File: config.mk
export PLATFORM = sky130hd
export DESIGN_NAME = mem_stage
export DESIGN_NICKNAME = d
export VERILOG_FILES = /design/src/rtl/mem_stage.sv
export SDC_FILE = /design/constraint.sdc
export NUM_CORES = 1
export LEC_CHECK = 0
export BUFFER_PORTS_ARGS = -buffer_cell sky130_fd_sc_hd__buf_4
export CELL_PAD_IN_SITES_DETAIL_PLACEMENT = 1
export CELL_PAD_IN_SITES_GLOBAL_PLACEMENT = 1
export CORE_ASPECT_RATIO = 1.2
export CORE_MARGIN = 2
export CORE_UTILIZATION = 35
export DETAILED_ROUTE_END_ITERATION = 8
export GPL_TIMING_DRIVEN = 0
export MAX_ROUTING_LAYER = met4
export PLACE_DENSITY_LB_ADDON = 0.1
export SKIP_LAST_GASP = 1
export SYNTH_ARGS = -nofsm -noshare
export SYNTH_HDL_FRONTEND = slang
export SYNTH_SLANG_ARGS = --single-unit
export TNS_END_PERCENT = 5
File: constraint.sdc
create_clock -name i_clk -period 2.7 [get_ports i_clk]
set_clock_uncertainty 0.05 [all_clocks]
set_input_delay 0.135 -clock i_clk [delete_from_list [all_inputs] [get_ports i_clk]]
set_output_delay 0.135 -clock i_clk [all_outputs]
set_load 0.05 [all_outputs]
File: src/rtl/mem_stage.sv
// mem_stage: MEM/WB stage downstream of execute.
// A memory op is accepted from EX, run as a req/ack bus transaction while
// the front of the pipeline is stalled, then its result is written back
// through the registered register-file write port. Non-memory instructions
// pass their writeback value straight through with one cycle of latency.
module mem_stage #(
  parameter int unsigned TIMEOUT = 255
) (
  input  logic        i_clk,
  input  logic        i_rst_n,
  input  logic        i_memctrl_vld,
  input  logic        i_memctrl_wr,
  input  logic        i_memctrl_sign,
  input  logic [1:0]  i_memctrl_size,
  input  logic [31:0] i_memctrl_addr,
  input  logic [31:0] i_memctrl_wdata,
  input  logic [31:0] i_wb_op,
  input  logic        i_wb_rd_src,
  input  logic        i_wb_rd_vld,
  input  logic [3:0]  i_wb_rd_code,
  output logic        o_stall,
  output logic        o_bus_req,
  output logic        o_bus_wr,
  output logic [31:0] o_bus_addr,
  output logic [3:0]  o_bus_be,
  output logic [31:0] o_bus_wdata,
  input  logic [31:0] i_bus_rdata,
  input  logic        i_bus_ack,
  output logic        o_rd_en_wb,
  output logic [3:0]  o_rd_code_wb,
  output logic [31:0] o_rd_reg_wb,
  output logic        o_data_abort
);

  typedef enum logic [1:0] {
    S_IDLE = 2'd0,
    S_BUS  = 2'd1,
    S_WB   = 2'd2
  } state_e;

  state_e      state_q, state_d;
  logic [15:0] tmo_cnt_q, tmo_cnt_d;
  logic        bus_req_q, bus_req_d;
  logic        bus_wr_q, bus_wr_d;
  logic [31:0] bus_addr_q, bus_addr_d;
  logic [3:0]  bus_be_q, bus_be_d;
  logic [31:0] bus_wdata_q, bus_wdata_d;
  logic        lat_sign_q, lat_sign_d;
  logic [1:0]  lat_size_q, lat_size_d;
  logic [1:0]  lat_ofs_q, lat_ofs_d;
  logic [31:0] lat_wb_op_q, lat_wb_op_d;
  logic        lat_src_q, lat_src_d;
  logic        lat_rd_vld_q, lat_rd_vld_d;
  logic [3:0]  lat_code_q, lat_code_d;
  logic        rd_en_q, rd_en_d;
  logic [3:0]  rd_code_q, rd_code_d;
  logic [31:0] rd_reg_q, rd_reg_d;
  logic        data_abort_q, data_abort_d;

  logic [31:0] load_data;
  logic        timeout_hit;

  // Byte enables for a store of the given size at byte offset ofs.
  function automatic logic [3:0] store_be(input logic [1:0] size, input logic [1:0] ofs);
    logic [3:0] be;
    case (size)
      2'b00:   be = 4'b0001 << ofs;
      2'b01:   be = ofs[1] ? 4'b1100 : 4'b0011;
      default: be = 4'b1111;
    endcase
    return be;
  endfunction

  // Replicate low-aligned store data across every lane it could land in.
  function automatic logic [31:0] store_wdata(input logic [1:0] size, input logic [31:0] wdata);
    logic [31:0] wd;
    case (size)
      2'b00:   wd = {4{wdata[7:0]}};
      2'b01:   wd = {2{wdata[15:0]}};
      default: wd = wdata;
    endcase
    return wd;
  endfunction

  // ARMv4 load alignment: lane pick plus extension, or rotation for words.
  function automatic logic [31:0] load_align(input logic [1:0]  size,
                                             input logic        sign,
                                             input logic [1:0]  ofs,
                                             input logic [31:0] rdata);
    logic [7:0]  b;
    logic [15:0] h;
    logic [5:0]  sh;
    logic [31:0] res;
    b  = rdata[{ofs, 3'b000} +: 8];
    h  = rdata[{ofs[1], 4'b0000} +: 16];
    sh = {1'b0, ofs, 3'b000};
    case (size)
      2'b00:   res = {{24{sign & b[7]}}, b};
      2'b01:   res = {{16{sign & h[15]}}, h};
      default: res = (rdata >> sh) | (rdata << (6'd32 - sh));
    endcase
    return res;
  endfunction

  assign load_data   = load_align(lat_size_q, lat_sign_q, lat_ofs_q, i_bus_rdata);
  assign timeout_hit = (TIMEOUT != 0) && (({1'b0, tmo_cnt_q} + 17'd1) == 17'(TIMEOUT));

  // Next-state and next-output logic for the IDLE -> BUS -> WB sequence.
  always_comb begin
    // NOTE: every _d gets a default first, so no branch can leave one unassigned and infer a latch.
    state_d      = state_q;
    tmo_cnt_d    = tmo_cnt_q;
    bus_req_d    = bus_req_q;
    bus_wr_d     = bus_wr_q;
    bus_addr_d   = bus_addr_q;
    bus_be_d     = bus_be_q;
    bus_wdata_d  = bus_wdata_q;
    lat_sign_d   = lat_sign_q;
    lat_size_d   = lat_size_q;
    lat_ofs_d    = lat_ofs_q;
    lat_wb_op_d  = lat_wb_op_q;
    lat_src_d    = lat_src_q;
    lat_rd_vld_d = lat_rd_vld_q;
    lat_code_d   = lat_code_q;
    rd_en_d      = rd_en_q;
    rd_code_d    = rd_code_q;
    rd_reg_d     = rd_reg_q;
    data_abort_d = 1'b0;

    case (state_q)
      S_IDLE: begin
        if (i_memctrl_vld) begin
          state_d      = S_BUS;
          tmo_cnt_d    = '0;
          bus_req_d    = 1'b1;
          bus_wr_d     = i_memctrl_wr;
          bus_addr_d   = {i_memctrl_addr[31:2], 2'b00};
          bus_be_d     = i_memctrl_wr ? store_be(i_memctrl_size, i_memctrl_addr[1:0]) : 4'b1111;
          bus_wdata_d  = store_wdata(i_memctrl_size, i_memctrl_wdata);
          lat_sign_d   = i_memctrl_sign;
          lat_size_d   = i_memctrl_size;
          lat_ofs_d    = i_memctrl_addr[1:0];
          lat_wb_op_d  = i_wb_op;
          lat_src_d    = i_wb_rd_src;
          lat_rd_vld_d = i_wb_rd_vld;
          lat_code_d   = i_wb_rd_code;
          rd_en_d      = 1'b0;
        end else begin
          rd_en_d   = i_wb_rd_vld;
          rd_code_d = i_wb_rd_code;
          rd_reg_d  = i_wb_op;
        end
      end
      S_BUS: begin
        if (bus_req_q && i_bus_ack) begin
          state_d   = S_WB;
          bus_req_d = 1'b0;
          rd_en_d   = lat_rd_vld_q;
          rd_code_d = lat_code_q;
          // Stores only ever write the pass-through value.
          rd_reg_d  = (!bus_wr_q && lat_src_q) ? load_data : lat_wb_op_q;
        end else if (timeout_hit) begin
          state_d      = S_WB;
          bus_req_d    = 1'b0;
          data_abort_d = 1'b1;
          rd_en_d      = 1'b0;
        end else begin
          tmo_cnt_d = tmo_cnt_q + 16'd1;
        end
      end
      S_WB: begin
        // EX still shows the finished memory instruction this cycle, so a
        // memory request here is the same one and must not restart.
        state_d = S_IDLE;
        if (!i_memctrl_vld) begin
          rd_en_d   = i_wb_rd_vld;
          rd_code_d = i_wb_rd_code;
          rd_reg_d  = i_wb_op;
        end else begin
          rd_en_d = 1'b0;
        end
      end
      default: state_d = S_IDLE;
    endcase
  end

  // State and output registers.
  always_ff @(posedge i_clk or negedge i_rst_n) begin
    // NOTE: every flop here is control or datapath state that must read 0 out of reset, so all are reset; <= keeps updates order-independent.
    if (!i_rst_n) begin
      state_q      <= S_IDLE;
      tmo_cnt_q    <= '0;
      bus_req_q    <= 1'b0;
      bus_wr_q     <= 1'b0;
      bus_addr_q   <= '0;
      bus_be_q     <= '0;
      bus_wdata_q  <= '0;
      lat_sign_q   <= 1'b0;
      lat_size_q   <= '0;
      lat_ofs_q    <= '0;
      lat_wb_op_q  <= '0;
      lat_src_q    <= 1'b0;
      lat_rd_vld_q <= 1'b0;
      lat_code_q   <= '0;
      rd_en_q      <= 1'b0;
      rd_code_q    <= '0;
      rd_reg_q     <= '0;
      data_abort_q <= 1'b0;
    end else begin
      state_q      <= state_d;
      tmo_cnt_q    <= tmo_cnt_d;
      bus_req_q    <= bus_req_d;
      bus_wr_q     <= bus_wr_d;
      bus_addr_q   <= bus_addr_d;
      bus_be_q     <= bus_be_d;
      bus_wdata_q  <= bus_wdata_d;
      lat_sign_q   <= lat_sign_d;
      lat_size_q   <= lat_size_d;
      lat_ofs_q    <= lat_ofs_d;
      lat_wb_op_q  <= lat_wb_op_d;
      lat_src_q    <= lat_src_d;
      lat_rd_vld_q <= lat_rd_vld_d;
      lat_code_q   <= lat_code_d;
      rd_en_q      <= rd_en_d;
      rd_code_q    <= rd_code_d;
      rd_reg_q     <= rd_reg_d;
      data_abort_q <= data_abort_d;
    end
  end

  // Stall is combinational so EX freezes in the very cycle an op is accepted;
  // gating with reset keeps every output low while reset is held.
  assign o_stall      = i_rst_n & (((state_q == S_IDLE) & i_memctrl_vld) | (state_q == S_BUS));
  assign o_bus_req    = bus_req_q;
  assign o_bus_wr     = bus_wr_q;
  assign o_bus_addr   = bus_addr_q;
  assign o_bus_be     = bus_be_q;
  assign o_bus_wdata  = bus_wdata_q;
  assign o_rd_en_wb   = rd_en_q;
  assign o_rd_code_wb = rd_code_q;
  assign o_rd_reg_wb  = rd_reg_q;
  assign o_data_abort = data_abort_q;

endmodule

# Word-level counts from Yosys, hierarchy flattened
# Index checks and enable logic that the tools add are counted.
# W data, S select, Z words.
[classes]
reduce_logical = 15
n_bitwise = 6
eq_ne = 11
add_sub_neg = 3
mux = 30
n_shift = 5
[op_table]
columns = ["op", "count"]
rows = [
  ["$pmux W32 S2", 3],
  ["$mux W32", 3],
  ["$mux W16", 3],
  ["$or A32 B32 Y32", 1],
  ["$pmux W16 S2", 1],
  ["$shiftx A32 B6 Y16", 1],
  ["$shiftx A32 B6 Y8", 1],
  ["$shl A32 B6 Y32", 1],
  ["$shr A32 B5 Y32", 1],
  ["$add A16 B1 Y17 const B", 1],
  ["$eq A17 B8 Y1 const B", 1],
  ["$add A16 B1 Y16 const B", 1],
  ["$mux W4", 4],
  ["$pmux W4 S2", 2],
  ["$ne A2 B2 Y1 const B", 5],
  ["$mux W1", 8],
  ["$eq A2 B1 Y1 const B", 3],
  ["$logic_not A2 Y1", 3],
  ["$mux W2", 3],
  ["$reduce_and A2 Y1", 3],
  ["$reduce_and A3 Y1", 2],
  ["$sub A6 B5 Y6 const A", 1],
  ["$and A1 B1 Y1", 4],
  ["$pmux W1 S2", 2],
  ["10 further kinds", 12],
]
[totals]
reg_bits = 167
word_cells = 88
out_inout_bits = 109

# Logic depth before layout (Yosys ltp)
[depth]
word_depth = 7
mapped_depth = 11

# Worst setup path before layout
# OpenSTA, ideal clock, no wires.
[synth_path]
path_kind = "flip-flop to flip-flop"
startpoint = "register lat_ofs_q[1]"
endpoint = "register rd_reg_q[25], in the netlist o_rd_reg_wb[25]"
path_buffers = 3
t_arrival_ns = 2.481
setup_time_ns = 0.083
stages_incl_launch_ff = 12
setup_slack_ns = 0.086
period_less_slack_ns = 2.614
path_cell_list = "dfrtp_1 buf_2 inv_2 clkbuf_1 ha_1 or2_2 clkbuf_1 a21oi_1 nand2_1 o21ai_0 a221oi_1 o21ai_0"
[synth_between]
elab_chain_cells = 7
elab_cells_between_ends = 12
[synth_rtl]
columns = ["element", "line", "source"]
rows = [
  ["start: declaration", "50", "logic [1:0] lat_ofs_q, lat_ofs_d;"],
  ["start signal: assignment", "219", "lat_ofs_q <= lat_ofs_d;"],
  ["$sub A6 B5 Y6", "100", "default: res = (rdata >> sh) | (rdata << (6'd32 - sh));"],
  ["$shl A32 B6 Y32", "100", ""],
  ["$or A32 B32 Y32", "100", ""],
  ["$pmux W32 S2 (*)", "97", "case (size)"],
  ["$mux W32 (*)", "161", "rd_reg_d = (!bus_wr_q && lat_src_q) ? load_data : lat_wb_op_q;"],
  ["$mux W32 (*)", "155", "if (bus_req_q && i_bus_ack) begin"],
  ["$pmux W32 S2 (*)", "130", "case (state_q)"],
  ["end signal: assignment", "226", "rd_reg_q <= rd_reg_d;"],
  ["end: declaration", "57", "logic [31:0] rd_reg_q, rd_reg_d;"],
]
# Every way passes the cells marked *; elsewhere a longest branch is shown, timed or not. The select of a mux whose other input is x is not followed.
# A chain may end at the register's enable or synchronous reset.

# Final worst setup path
[layout_path]
startpoint = "register tmo_cnt_q[1]"
endpoint = "register bus_req_q, in the netlist o_bus_req"
[layout_between]
elab_chain_cells = 4
[layout_rtl]
columns = ["element", "line", "source"]
rows = [
  ["start: declaration", "42", "logic [15:0] tmo_cnt_q, tmo_cnt_d;"],
  ["start signal: assignment", "211", "tmo_cnt_q <= tmo_cnt_d;"],
  ["$add A16 B1 Y17", "106", "assign timeout_hit = (TIMEOUT != 0) && (({1'b0, tmo_cnt_q} + 17'd1) == 17'(TIMEOUT));"],
  ["$eq A17 B8 Y1", "106", ""],
  ["$ne A3 B3 Y1 (no source line)", "n/a", ""],
  ["$reduce_and A3 Y1 (no source line)", "n/a", ""],
  ["end signal: assignment", "212", "bus_req_q <= bus_req_d;"],
  ["end: declaration", "43", "logic bus_req_q, bus_req_d;"],
]
# Every way passes these cells.

==> results.txt <==
----------------------------------------------------
[Synth]
  Flip-flop cell with the highest count after synthesis ... dfrtp_1
  Leading post-synthesis cells by cell area ... dfrtp_1 (46%), nand2_1 (13%), mux2i_1 (8.3%), o21ai_0 (6.2%), a21oi_1 (4.2%)
  Fraction of registers with async set/reset ... 1.00
  FF+latch count, synth ... 167
  Proportion of synthesized chip area in sequential cells ... 0.460
  Number of instances in the synthesized netlist ... 1,084
  Synth Cell Area ... 0.00908 mm2
  Yosys cell types ... 65
  Yosys top cell by area ... dfrtp_1
  Yosys warning total ... 0
  Number of enable-type register cells in the synthesized netlist ... 0
  Portion of synthesized cell area occupied by the leading cell type ... 0.460
  Mean post-synth cell area ... 8.38 um2

[Clock network]
  Buffers inserted during post-CTS setup optimization ... 0
  H-tree depth ... 4
  Clock transition at the register clock pins on the worst setup and hold paths after CTS ... 0.07 ns
  Clock insertion delay at the later pin of the skew report ... 0.44 ns
  CTS tree ... yes
  Maximum root-to-sink buffer count ... 2
  Master cell of the clock root buffer ... clkbuf_16
  Total CTS buffers ... 17
  TritonCTS Sinks ... 167

[Drt]
  Number of nets still failing antenna checks after routing ... 0
  Final Routed Wirelength ... 37.8 mm
  Number of DRC violations after detailed-routing iteration 0 ... 401
  TritonRoute pass-1 iters ... 4
  Number of design rule violations left after detail routing ... 0
  Via count of the routed design ... 9,649
  Number of vias per cell after detailed routing ... 5.36
  Routed len/inst ... 21.0 um

[Setup path]
  Data arrival at the endpoint of the critical path ... 2.86 ns
  Kind of launch point of the worst setup path ... register
  Critical path class ... reg -> reg
  Cell type of the slowest stage on the worst timing path ... dfrtp_1
  Crit path largest cell delay ... 0.50 ns
  Critical path cell sequence ... ha_2 > or3b_2 > o32ai_2 > a31oi_1 > or4_4 > o21ai_0 > a21oi_1
  Crit path required time ... 2.93 ns
  Category of the worst setup path capture point ... register
  Maximum fanout count along the critical path ... 10

[Global route]
  Global-route usage over all layers ... 0.290
  Number of antenna violations at the first check in global routing ... 2
  Via count of the first global-routing pass ... 10,749
  Pin count of the biggest net entering global routing ... 111
  Total congestion overflow ... 0
  Wire length of the first global-routing pass ... 58.9 mm

[Status]
  Result of the run ... finished, final reports clean

[STA]
  RSZ-0062 raised after global routing ... true
  Final worst slack ... 0.0642 ns
  Max-slew violation count ... 0
  Worst Tran Pin Value ... 0.972 ns
  Post-layout min period ... 2.64 ns
  Worst slew slack as a fraction of its limit ... 0.349
  Achievable Freq ... 379 MHz
  Final critical-path share of the clock period ... 0.976
  # setup viols final ... 0
  Total count of hold-check failures in the final report ... 0

[Cells and area]
  Filler-free cell count of the finished design ... 1,799
  Final-stage net count ... 1,600
  Layout area overhead ... 44.1%
  Share of post-route cells with drive strength above 1 ... 0.224

[Min path]
  Class of the worst hold path ... in -> reg

[Placed design]
  Number of placed instances with taps included ... 1,662
  Minimum setup slack after placement ... -0.767 ns
  HPWL after DPL ... 27.3 mm
  Port-buffer cells ... 246
  Final weighted congestion in routability-driven placement ... 0.936

[Die]
  Initial standard-cell utilization of the core ... 0.356
  Die area ... 0.0273 mm2
  Height of the die ... 180 um
  Die span in x ... 151 um
  Floorplan Core Area ... 0.0255 mm2
  Number of cell rows ... 64
  Top-level port count ... 251

[Job]
  Max capacitance violation total ... 0

[Power and ir drop]
  Power per cell area ... 1260 mW/mm2
  Largest voltage drop on the vdd net ... 0.651 mV
  Leakage power summed over all cells ... 6.24 nW

----------------------------------------------------
## layer usage
metal / wire length, um / track usage / part of all wire / vias to the layer above
met2: 19200 / 0.492 / 0.51 / 311
met1: 15100 / 0.331 / 0.40 / 4763
met4: 1430 / 0.119 / 0.038 / 0
met5: 0 / - / 0 / -
met3: 2110 / 0.0608 / 0.056 / 91
li1: - / - / - / 4484
## sequential cells by signal (all words and copies together) (netlist names)
name          flops
lat_sign_q        1
o_rd_code_wb      4
state_q           2
o_bus_req         1
lat_ofs_q         2
lat_src_q         1
o_bus_wdata      32
tmo_cnt_q        16
o_bus_wr          1
o_rd_en_wb        1
o_bus_addr       30
o_bus_be          4
o_data_abort      1
lat_rd_vld_q      1
o_rd_reg_wb      32
lat_code_q        4
lat_size_q        2
lat_wb_op_q      32
## final timing paths
check / end / slack, ns / from / depth (start not counted)
setup / recovery: o_bus_req$_DFFE_PN0P_ / 0.06 / tmo_cnt_q[1]$_DFFE_PN0P_ / 7
hold / removal: o_rd_reg_wb[26]$_DFFE_PN0P_ / 0.06 / i_bus_rdata[18] / 3
setup reg to reg: o_bus_req$_DFFE_PN0P_ / 0.06 / tmo_cnt_q[1]$_DFFE_PN0P_ / 7
hold reg to reg: lat_wb_op_q[19]$_DFFE_PN0P_ / 0.42 / lat_wb_op_q[19]$_DFFE_PN0P_ / 2
max in group asynchronous: o_rd_reg_wb[9]$_DFFE_PN0P_ / 1.49 / i_rst_n / 3
min in group asynchronous: o_bus_addr[10]$_DFFE_PN0P_ / 0.32 / i_rst_n / 2
## final cells by class
class,count,area (um2)
Clock buffer,19,453
Fill cell,3050,12500
Multi-Input combinational cell,827,4570
Buffer,80,387
Clock inverter,12,119
Timing Repair Buffer,352,2930
Antenna cell,2,5.00
Sequential cell,167,4180
Inverter,10,37.5
Tap cell,330,413
## report_power, final
| group | total, mW | switching [mW] | internal, mW | leakage (nW) |
|---|---|---|---|---|
| clock network | 2.45 | 1.12 | 1.33 | 0.266 |
| registers | 4.33 | 0.703 | 3.63 | 2.06 |
| logic | 9.74 | 6.73 | 3.01 | 3.91 |
## critical path, delay by kind of cell (launching register included)
kind / cells / cell delay (ns)
fa+ha+maj: 1 / 0.28
simple gates: 2 / 0.94
flops: 1 / 0.50
compound gates: 4 / 0.71
## layout by cell type (no fill, tap or decap), types with 4 or more instances in the layout
cell and count:
and3_1 17, o2111ai_1 4, nand2_1 309, dlygate4sd3_1 105, clkbuf_1 55, nor3b_1 5, a21o_1 7, nor2b_1 4
a221oi_1 5, clkbuf_16 17, inv_1 9, mux2i_1 75, buf_1 8, nand3_1 18, a221o_1 6, or3_1 10
a31oi_1 18, nor3_1 11, nor2_1 59, buf_6 8, a21oi_1 74, o21ai_0 112, a22oi_1 6, clkinvlp_4 5
nand2b_1 7, buf_4 248, mux2_2 9, o22ai_1 10, dfrtp_1 167
## what timing repair did
item	in CTS	in global routing
pin swaps	0	1
resized for setup	16	9
hold buffers	105	0
endpoints found under the setup margin	41	51
endpoints found under the hold margin	234	0
## cells in the mapped netlist, types with 3 or more instances
cell and number:
buf_2 4, nand4_1 3, nor2b_1 4, a22oi_1 6, mux2i_1 75, dfrtp_1 167, o2111ai_1 4, mux2_2 9
inv_1 9, a21o_1 7, nand2_1 309, nor3_1 12, o21ai_1 3, nand2b_1 7, a21oi_1 76, o22ai_1 10
a221o_1 6, nor3b_1 5, o211ai_1 3, and3_1 17, buf_6 7, o31ai_1 3, a31oi_1 18, nor2_1 62
nand3_1 19, ha_1 3, buf_1 9, nor4_1 3, o21ai_0 112, a221oi_1 5, or3_1 10, clkbuf_1 58
## kinds of logic (layout without fill, tap and decap cells)
kind of cell    after synthesis  count (layout)  synth area share
compound gates              271             271             0.173
xor+xnor                      3               3           0.00289
fa+ha+maj                     3               3           0.00413
buf+inv                      91             473            0.0449
flops                       167             167             0.460
mux                          85              85            0.0963
other cells                   1               4          0.000413
simple gates                463             463             0.218
## per-stage QoR
stage | TNS, ns | utilization | power (mW) | instance area [um2] | hold WS, ns
6_report | 0 | 0.512 | 16.5 | 13100 | 0.0555
5_1_grt | -0.640 | 0.512 | 17.5 | 13100 | 0.0744
4_1_cts | -0.00994 | 0.511 | 16.5 | 13100 | 0.0378
3_5_place_dp | -15.93 | 0.446 | 13.8 | 11400 | 0.238
3_3_place_gp | -16.20 | 0.444 | 13.7 | 11300 | 0.275
2_1_floorplan | 0 | - | 10.5 | 9090 | -0.211
No activity file was read; power rests on OpenSTA's default activity.
